### src/rtl/pipe_defs.sv
// Shared pipeline definitions: hazard FSM encodings, NOP instruction, register-zero id,
// and the bundled hazard control word used by the stall controller.
package pipe_defs;

  typedef enum logic {
    RUN    = 1'b0,
    MDWAIT = 1'b1
  } hz_state_e;

  localparam logic [31:0] NOP_INSTR = 32'h0000_0000;
  localparam int          REG_ZERO  = 0;
  localparam int          MDCNT_W   = 3;

  typedef struct packed {
    logic pc_write;
    logic ifid_write;
    logic ifid_flush;
    logic idex_flush;
    logic ex_hold;
    logic md_busy;
  } hz_ctrl_t;

  localparam hz_ctrl_t CTRL_PASS   = 6'b110000;
  localparam hz_ctrl_t CTRL_STALL  = 6'b000100;
  localparam hz_ctrl_t CTRL_FLUSH  = 6'b101100;
  localparam hz_ctrl_t CTRL_FREEZE = 6'b000011;

endpackage

### src/rtl/hazard_stall_ctrl_if.sv
// Hazard controller bus: ID/EX and IF/ID hazard inputs plus the pipeline steering outputs.
interface hazard_stall_ctrl_if #(
  parameter int REG_W = 5
);
  logic             IDEXMemRead;
  logic [REG_W-1:0] IDEXRegRt;
  logic [REG_W-1:0] IFIDRegRs;
  logic [REG_W-1:0] IFIDRegRt;
  logic             IFIDUsesRt;
  logic             BranchTaken;
  logic             MDStart;
  logic             PCWrite;
  logic             IFIDWrite;
  logic             IFIDFlush;
  logic             IDEXFlush;
  logic             EXHold;
  logic             MDBusy;

  modport master (
    output IDEXMemRead, IDEXRegRt, IFIDRegRs, IFIDRegRt, IFIDUsesRt, BranchTaken, MDStart,
    input  PCWrite, IFIDWrite, IFIDFlush, IDEXFlush, EXHold, MDBusy
  );

  modport slave (
    input  IDEXMemRead, IDEXRegRt, IFIDRegRs, IFIDRegRt, IFIDUsesRt, BranchTaken, MDStart,
    output PCWrite, IFIDWrite, IFIDFlush, IDEXFlush, EXHold, MDBusy
  );
endinterface

### src/rtl/hazard_md_timer.sv
// Loadable down-counter with zero flag; shared with the MUL/DIV unit for its latency sequencing.
module hazard_md_timer #(
  parameter int W = 3
) (
  input  logic         clk,
  input  logic         rst_n,
  input  logic         i_load,
  input  logic [W-1:0] i_load_val,
  input  logic         i_dec,
  output logic [W-1:0] o_cnt,
  output logic         o_zero
);
  logic [W-1:0] r_cnt;

  always_ff @(posedge clk or negedge rst_n) begin
    if (!rst_n)                     r_cnt <= '0;
    else if (i_load)                r_cnt <= i_load_val;
    else if (i_dec && r_cnt != '0)  r_cnt <= r_cnt - 1'b1;
  end

  assign o_cnt  = r_cnt;
  assign o_zero = (r_cnt == '0);
endmodule

### src/rtl/hazard_stall_ctrl.sv
// Load-use / branch-flush / MUL-DIV freeze sequencer for the 5-stage core.
// Optional HAZARD_PERF_CNT_EN adds saturating stall/flush/MD-wait counters.
module hazard_stall_ctrl
  import pipe_defs::*;
#(
  parameter int MD_LATENCY = 4,
  parameter int REG_W      = 5
) (
  input  logic                 clk,
  input  logic                 rst_n,
  hazard_stall_ctrl_if.slave   hif
`ifdef HAZARD_PERF_CNT_EN
  ,
  output logic [31:0]          StallCycles,
  output logic [31:0]          FlushCount,
  output logic [31:0]          MDWaitCycles
`endif
);
  // The MDStart cycle is itself the first frozen cycle, so the timer only tracks the
  // MDWAIT cycles that follow: MD_LATENCY-2 of them, for MD_LATENCY-1 frozen in total.
  localparam logic [MDCNT_W-1:0] MD_LOAD  = MDCNT_W'(MD_LATENCY - 2);
  localparam bit                 MD_WAITS = (MD_LATENCY > 2);

  hz_state_e          r_state, w_nxt;
  hz_ctrl_t           w_ctl;
  logic               w_load, w_dec, w_zero, w_lu;
  logic [MDCNT_W-1:0] w_cnt;

  hazard_md_timer #(.W(MDCNT_W)) u_md_timer (
    .clk        (clk),
    .rst_n      (rst_n),
    .i_load     (w_load),
    .i_load_val (MD_LOAD),
    .i_dec      (w_dec),
    .o_cnt      (w_cnt),
    .o_zero     (w_zero)
  );

  assign w_lu = hif.IDEXMemRead && (hif.IDEXRegRt != REG_W'(REG_ZERO)) &&
                ((hif.IDEXRegRt == hif.IFIDRegRs) ||
                 (hif.IFIDUsesRt && hif.IDEXRegRt == hif.IFIDRegRt));

  always_ff @(posedge clk or negedge rst_n) begin
    if (!rst_n) r_state <= RUN;
    else        r_state <= w_nxt;
  end

  always_comb begin
    w_nxt  = r_state;
    w_ctl  = CTRL_PASS;
    w_load = 1'b0;
    w_dec  = 1'b0;
    case (r_state)
      RUN: begin
        // Branch first: anything younger in ID/EX (load consumer or MUL/DIV) is squashed.
        if (hif.BranchTaken) begin
          w_ctl = CTRL_FLUSH;
        end else if (hif.MDStart) begin
          w_ctl  = CTRL_FREEZE;
          w_load = 1'b1;
          w_nxt  = MD_WAITS ? MDWAIT : RUN;
        end else if (w_lu) begin
          w_ctl = CTRL_STALL;
        end
      end
      MDWAIT: begin
        w_dec = 1'b1;
        if (!w_zero)            w_ctl = CTRL_FREEZE;
        if (w_cnt <= 3'd1)      w_nxt = RUN;
      end
      default: w_nxt = RUN;
    endcase
  end

  assign hif.PCWrite   = w_ctl.pc_write;
  assign hif.IFIDWrite = w_ctl.ifid_write;
  assign hif.IFIDFlush = w_ctl.ifid_flush;
  assign hif.IDEXFlush = w_ctl.idex_flush;
  assign hif.EXHold    = w_ctl.ex_hold;
  assign hif.MDBusy    = w_ctl.md_busy;

`ifdef HAZARD_PERF_CNT_EN
  logic [31:0] r_stall, r_flush, r_mdwait;
  logic        w_flush_evt;

  assign w_flush_evt = (r_state == RUN) && hif.BranchTaken;

  always_ff @(posedge clk or negedge rst_n) begin
    if (!rst_n) begin
      r_stall  <= '0;
      r_flush  <= '0;
      r_mdwait <= '0;
    end else begin
      if (!w_ctl.pc_write && r_stall  != '1) r_stall  <= r_stall + 32'd1;
      if (w_flush_evt     && r_flush  != '1) r_flush  <= r_flush + 32'd1;
      if (w_ctl.ex_hold   && r_mdwait != '1) r_mdwait <= r_mdwait + 32'd1;
    end
  end

  assign StallCycles  = r_stall;
  assign FlushCount   = r_flush;
  assign MDWaitCycles = r_mdwait;
`endif
endmodule
### src/flat_wrapper.sv
// flat-port wrapper written by rule: the top's interface ports become plain ports
module hazard_stall_ctrl_flat import pipe_defs::*;
#(
  parameter int MD_LATENCY = 4,
  parameter int REG_W      = 5
)
  (clk, rst_n, hif_IDEXMemRead, hif_IDEXRegRt, hif_IFIDRegRs, hif_IFIDRegRt, hif_IFIDUsesRt, hif_BranchTaken, hif_MDStart, hif_PCWrite, hif_IFIDWrite, hif_IFIDFlush, hif_IDEXFlush, hif_EXHold, hif_MDBusy);
  hazard_stall_ctrl_if #(.REG_W(REG_W)) hif_i ();
  input  logic clk;
  input  logic rst_n;
  input wire logic [$bits(hif_i.IDEXMemRead)-1:0] hif_IDEXMemRead;
  input wire logic [$bits(hif_i.IDEXRegRt)-1:0] hif_IDEXRegRt;
  input wire logic [$bits(hif_i.IFIDRegRs)-1:0] hif_IFIDRegRs;
  input wire logic [$bits(hif_i.IFIDRegRt)-1:0] hif_IFIDRegRt;
  input wire logic [$bits(hif_i.IFIDUsesRt)-1:0] hif_IFIDUsesRt;
  input wire logic [$bits(hif_i.BranchTaken)-1:0] hif_BranchTaken;
  input wire logic [$bits(hif_i.MDStart)-1:0] hif_MDStart;
  output wire logic [$bits(hif_i.PCWrite)-1:0] hif_PCWrite;
  output wire logic [$bits(hif_i.IFIDWrite)-1:0] hif_IFIDWrite;
  output wire logic [$bits(hif_i.IFIDFlush)-1:0] hif_IFIDFlush;
  output wire logic [$bits(hif_i.IDEXFlush)-1:0] hif_IDEXFlush;
  output wire logic [$bits(hif_i.EXHold)-1:0] hif_EXHold;
  output wire logic [$bits(hif_i.MDBusy)-1:0] hif_MDBusy;
  assign hif_i.IDEXMemRead = hif_IDEXMemRead;
  assign hif_i.IDEXRegRt = hif_IDEXRegRt;
  assign hif_i.IFIDRegRs = hif_IFIDRegRs;
  assign hif_i.IFIDRegRt = hif_IFIDRegRt;
  assign hif_i.IFIDUsesRt = hif_IFIDUsesRt;
  assign hif_i.BranchTaken = hif_BranchTaken;
  assign hif_i.MDStart = hif_MDStart;
  assign hif_PCWrite = hif_i.PCWrite;
  assign hif_IFIDWrite = hif_i.IFIDWrite;
  assign hif_IFIDFlush = hif_i.IFIDFlush;
  assign hif_IDEXFlush = hif_i.IDEXFlush;
  assign hif_EXHold = hif_i.EXHold;
  assign hif_MDBusy = hif_i.MDBusy;
  hazard_stall_ctrl #(.MD_LATENCY(MD_LATENCY), .REG_W(REG_W)) u_core (.clk(clk), .rst_n(rst_n), .hif(hif_i));
endmodule
### config.mk
export PLATFORM = sky130hd
export DESIGN_NAME = hazard_stall_ctrl_flat
export DESIGN_NICKNAME = d
export VERILOG_FILES = /design/src/rtl/pipe_defs.sv /design/src/rtl/hazard_stall_ctrl_if.sv /design/src/rtl/hazard_md_timer.sv /design/src/rtl/hazard_stall_ctrl.sv /design/src/flat_wrapper.sv
export SDC_FILE = /design/constraint.sdc
export NUM_CORES = 1
export LEC_CHECK = 0
export ABC_AREA = 1
export CAP_MARGIN = 10
export CELL_PAD_IN_SITES_DETAIL_PLACEMENT = 2
export CELL_PAD_IN_SITES_GLOBAL_PLACEMENT = 2
export CORE_MARGIN = 4
export CORE_UTILIZATION = 18
export CTS_BUF_LIST = sky130_fd_sc_hd__clkbuf_16
export CTS_CLUSTER_DIAMETER = 30
export DETAILED_ROUTE_END_ITERATION = 8
export GPL_TIMING_DRIVEN = 0
export PLACE_DENSITY = 0.92
export SLEW_MARGIN = 15
export SYNTH_ARGS = -nofsm -noshare
export SYNTH_HDL_FRONTEND = slang
export SYNTH_HIERARCHICAL = 1
export SYNTH_SLANG_ARGS = --single-unit
### constraint.sdc
create_clock -name clk -period 2.8 [get_ports clk]
set_input_delay 0.56 -clock clk [delete_from_list [all_inputs] [get_ports clk]]
set_output_delay 0.56 -clock clk [all_outputs]
set_load 0.05 [all_outputs]
---- After elaboration in Yosys (flattened, before gate mapping) ----
Index checks and enable logic that the tools add are counted.
operators by class
  add/subtract/negate cells ............... 1
  order comparisons ....................... 1
  eq/ne operators ......................... 2
  muxes and demuxes ....................... 13
  bitwise logic cells ..................... 1
  reduce and logical (&&, ||, !) cells .... 9
operators with widths
  cell                   number
  $mux W6                4
  $pmux W6 S2            1
  $eq A5 B5 Y1           2
  $mux W3                2
  $mux W1                5
  $reduce_bool A5 Y1     1
  $logic_and A1 B1 Y1    4
  $le A3 B1 Y1 const B   1
  $logic_not A3 Y1       1
  $reduce_bool A3 Y1     1
  $sub A3 B1 Y3 const B  1
  $pmux W1 S2            1
  $reduce_bool A2 Y1     1
  $logic_or A1 B1 Y1     1
  $not A1 Y1             1
word-level totals
  register bits ........................... 4
  input port bits ......................... 21
  output and inout bits ................... 6
  word-level logic and storage cells ...... 29

---- Logic depth before layout (Yosys ltp) ----
  depth after elaboration ................. 8
  gate-level depth with buffers ........... 9
  mapped depth without buffers ............ 9

---- Hierarchy ----
Netlist, hierarchy kept.
modules (own cells, without submodules)
  module             instances  cells an instance  area each (µm²)  sequential area each (µm²)
  hazard_stall_ctrl  1          78                 339.1            25.0
  hazard_md_timer    1          27                 192.7            75.1

---- Worst setup path after synthesis ----
Ideal clock, no wire load.
  path kind ............................... reg-to-output
  start ................................... register u_core.u_md_timer.r_cnt[0], in the netlist u_core/u_md_timer/o_cnt[0]
  end ..................................... output hif_MDBusy
  arrival ................................. 1.882 ns
  required time ........................... 2.240 ns
  setup slack ............................. 0.358 ns
  stages on the path, launching flop included .. 8
  path buffers ............................ 1
  path through ............................ dfrtp_1 inv_1 ha_1 ha_1 nand2_1 inv_1 nor2_1 buf_4
on the way
  word-level cells in the longest chain between the ends .. 3
ends and longest elaborated chain
  what                    line                     RTL
  start, declared         hazard_md_timer.sv:13    logic [W-1:0] r_cnt;
  start signal, assigned  hazard_md_timer.sv:17    else if (i_load) r_cnt <= i_load_val;
  start signal, assigned  hazard_md_timer.sv:18    else if (i_dec && r_cnt != '0) r_cnt <= r_cnt - 1'b1;
  $logic_not A3 Y1        hazard_md_timer.sv:22    assign o_zero = (r_cnt == '0);
  via u_core.w_zero       hazard_stall_ctrl.sv:26  logic w_load, w_dec, w_zero, w_lu;
  $mux W6                 hazard_stall_ctrl.sv:68  if (!w_zero) w_ctl = CTRL_FREEZE;
  $pmux W6 S2             hazard_stall_ctrl.sv:53  case (r_state)
  end, declared           flat_wrapper.sv:23       output wire logic [$bits(hif_i.MDBusy)-1:0] hif_MDBusy;
The timed path passes the listed nets, and every way through them passes these cells.

---- Worst setup path after layout ----
  start ................................... input hif_BranchTaken
  end ..................................... output hif_IFIDFlush
on the way
  word-level cells in the longest chain between the ends .. 2
ends and longest elaborated chain
  what             line                     RTL
  start, declared  flat_wrapper.sv:16       input wire logic [$bits(hif_i.BranchTaken)-1:0] hif_BranchTaken;
  $mux W6          hazard_stall_ctrl.sv:56  if (hif.BranchTaken) begin
  $pmux W6 S2      hazard_stall_ctrl.sv:53
  end, declared    flat_wrapper.sv:20       output wire logic [$bits(hif_i.IFIDFlush)-1:0] hif_IFIDFlush;
No other way between the ends.

==> flow_metrics.tcl <==
set metrics [dict create \
    regArea_um2 100 \
    io_pins 27 \
    grt_pass1_vias 810 \
    synthDominantCellAreaShare 0.304 \
    io_buffers 26 \
    place_inst 163 \
    cellLeakagePower_nw 0.514 \
    synth-xor-area-share 0.0165 \
    slowest_stage "clkdlybuf4s50_1" \
    initial_core_util 0.191 \
    synth.area.top_cells "nand2_1 (30%), dfrtp_1 (19%), inv_1 (13%), nor2_1 (8.5%), nand3_1 (5.6%)" \
    yosysWarnings 6 \
    slowest_delay_ps 840 \
    die_h_um 62.4 \
    die_x_um 62.4 \
    area_growth_pct 68.5 \
    rsz0062_at_grt "no" \
    startpoint_type "input pin" \
    relSlewSlack 0.664 \
    holdBufCountCts 0 \
    crit_path_max_fanout 3 \
    crit_type "in2out" \
    antenna_found_initial 0 \
    worstSetupEndpointType "output pin" \
    synth-seq-area-share 0.188 \
    cts_tree "done" \
    path_cells "clkdlybuf4s50_1 -> inv_1 -> nor2_1 -> clkdlybuf4s50_1" \
    layout-drive-gt1-share 0.111 \
    final_cells 166 \
    tightest_slew_ps 503 \
    cts_made_buffers 3 \
    avgViaCountPerCell 4.28 \
    synth_top_family_by_area "simple AND/OR/NAND/NOR gates" \
    postPlaceCellArea_um2 835 \
    dr.pass1.iters 6 \
    ys_types 15 \
    syn_inst 105 \
    worst_hold_slack_ps 546 \
    vias 710 \
    nFillCells 371 \
    core_um2 2780 \
    power_density_nw_per_um2 918 \
    final.setup.worst_slack_ps 87.3 \
    ys_ff_latch 4 \
    grt_pass1_wl_mm 3.37 \
    critical_path.most_common_cell "clkdlybuf4s50_1" \
    clk_latency_ps 220 \
    skew_ps 1.68 \
    wl_per_cell_um 11.7 \
    maxSlewViolCount 0 \
    antenna_cells 0 \
    fp-row-count 19 \
    globalplace.congestion 0.734 \
    status "complete, no violations" \
    peakVddDrop_mv 0.626 \
    drt_iter0_markers 12 \
    clk_pin_slew_worst_paths_ps 30 \
    synthMuxAreaShare 0 \
    synth-simple-area-share 0.501 \
    yosysTopAreaCell "nand2_1" \
    fin_nets 160 \
    fin_tns_setup_ps 0 \
    wirelength_mm 1.94 \
    required_ps 2240 \
    avgSynthCellArea_um2 5.06 \
    synth_fa_ha_area_frac 0.0471 \
    dieArea_um2 3890 \
    netlist_area_um2 532 \
    grt.total_usage 0.106 \
    timing_hold_violations_final 0 \
    cts.sink_count 4 \
    multi_input_area_um2 342 \
    clockBufferDepth 2 \
    cts-root-buf "clkbuf_16" \
    fin_crit_sh 0.969 \
    grt_max_degree 9 \
    final_cell_area_um2 896 \
    setup_viol 0 \
    fin_crit_ps 2710 \
    dp_slack_ps -328 \
    critPathTopFamily "buffers and inverters" \
    crit_buf_inv 3 \
    ant_nets 0 \
    dp_hpwl_mm 1.70 \
    grt_overflow_total 0 \
    post_cts_buffers 0 \
    post-route-drc-count 0 \
    min_path_type "in2async" \
    max_cap_violations 0 \
    htreeDepth 1 \
    synth_compound_area_frac 0.0565 \
    max_clock_freq_mhz 369 \
    critPathArrivalTime_ps 2150 \
]
[final timing paths]
kind | startpoint | endpoint | slack, ps | depth (start not counted)
worst max-delay path | hif_BranchTaken | hif_IFIDFlush | 90 | 4
worst min-delay path | rst_n | u_core/u_md_timer/o_cnt[2] | 550 | 1
worst min register to register | u_core/u_md_timer/o_cnt[0] | u_core/u_md_timer/o_cnt[0] | 550 | 2
min in group clk | u_core/u_md_timer/o_cnt[0] | u_core/u_md_timer/o_cnt[0] | 550 | 2
worst max register to register | u_core/u_md_timer/o_cnt[1] | u_core/u_md_timer/o_cnt[1] | 1510 | 8
max in group asynchronous | rst_n | u_core/u_md_timer/o_cnt[1] | 2080 | 1
[Yosys cell counts]
master	n
inv_2	5
ha_1	2
inv_1	18
nand4_1	1
xnor2_1	1
nand3_1	6
buf_4	1
dfrtp_1	4
o21ai_0	4
nand2_2	3
a21oi_1	2
nand2_1	43
nor2_1	12
nor3_1	1
conb_1	2
[flip-flops by register name, indices dropped and copies added (netlist names)]
signal	flops
u_core/u_md_timer/o_cnt	3
u_core/r_state	1
[cells by family after synthesis]
logic type               count (synthesis)
AO/OA/AOI/OAI                            6
XOR/XNOR                                 1
adder cells (fa/ha/maj)                  2
buffers and inverters                   24
flip-flops                               4
other                                    2
AND/OR/NAND/NOR                         66
[what timing repair did]
item	in CTS	in global routing
resized for setup	6	7
setup endpoints to repair	4	4
pin swaps	0	0
[per-stage QoR]
stage	total power (W)	util
2_1_floorplan	0.000454	-
3_3_place_gp	0.000604	0.300
3_5_place_dp	0.000629	0.300
4_1_cts	0.000846	0.326
5_1_grt	0.000896	0.322
6_report	0.000822	0.322
[worst register-to-register path, cell delays in order (launching register included)]
cell     delay [ps]
dfrtp_1         400
inv_1            70
ha_1            140
ha_1            160
inv_1            40
nand2_1         150
nand2_2          90
nand2_1          90
nand2_1          50
[cell type report]
class                      instances  share of cell area
tap                               31              0.0433
timing repair buffer              26               0.275
clock buffer                       3              0.0838
sequential                         4               0.112
multi-input combinational         78               0.381
inverter                          23              0.0964
buffer                             1             0.00838
[report_power, final]
part | internal (W) | switching [W] | total (W) | leakage, nW
Sequential | 0.0000897 | 0.0000332 | 0.000123 | 0.0482
Combinational | 0.000156 | 0.000320 | 0.000476 | 0.429
Clock | 0.000183 | 0.0000407 | 0.000223 | 0.0370
[placed cells by master (no fill, tap or decap)]
cell type / n
dlygate4sd2_1: 1
a21oi_1: 2
nand2_1: 43
dlymetal6s2s_1: 1
ha_1: 2
clkbuf_16: 3
buf_4: 1
inv_2: 5
buf_2: 1
o21ai_0: 4
clkbuf_2: 2
xnor2_1: 1
clkdlybuf4s50_1: 21
nor3_1: 1
conb_1: 3
nand4_1: 1
nor2_1: 12
nand3_1: 6
nand2_2: 3
dfrtp_1: 4
inv_1: 18
[layer usage]
layer  wire length [µm]  track usage  up-vias
met5                  0            0        -
met4                  0       0.0159        0
met3                 90       0.0396        0
met2               1060        0.202       14
met1                784        0.111      327
li1                   -            -      369
Power figures use the tool's default switching activity.
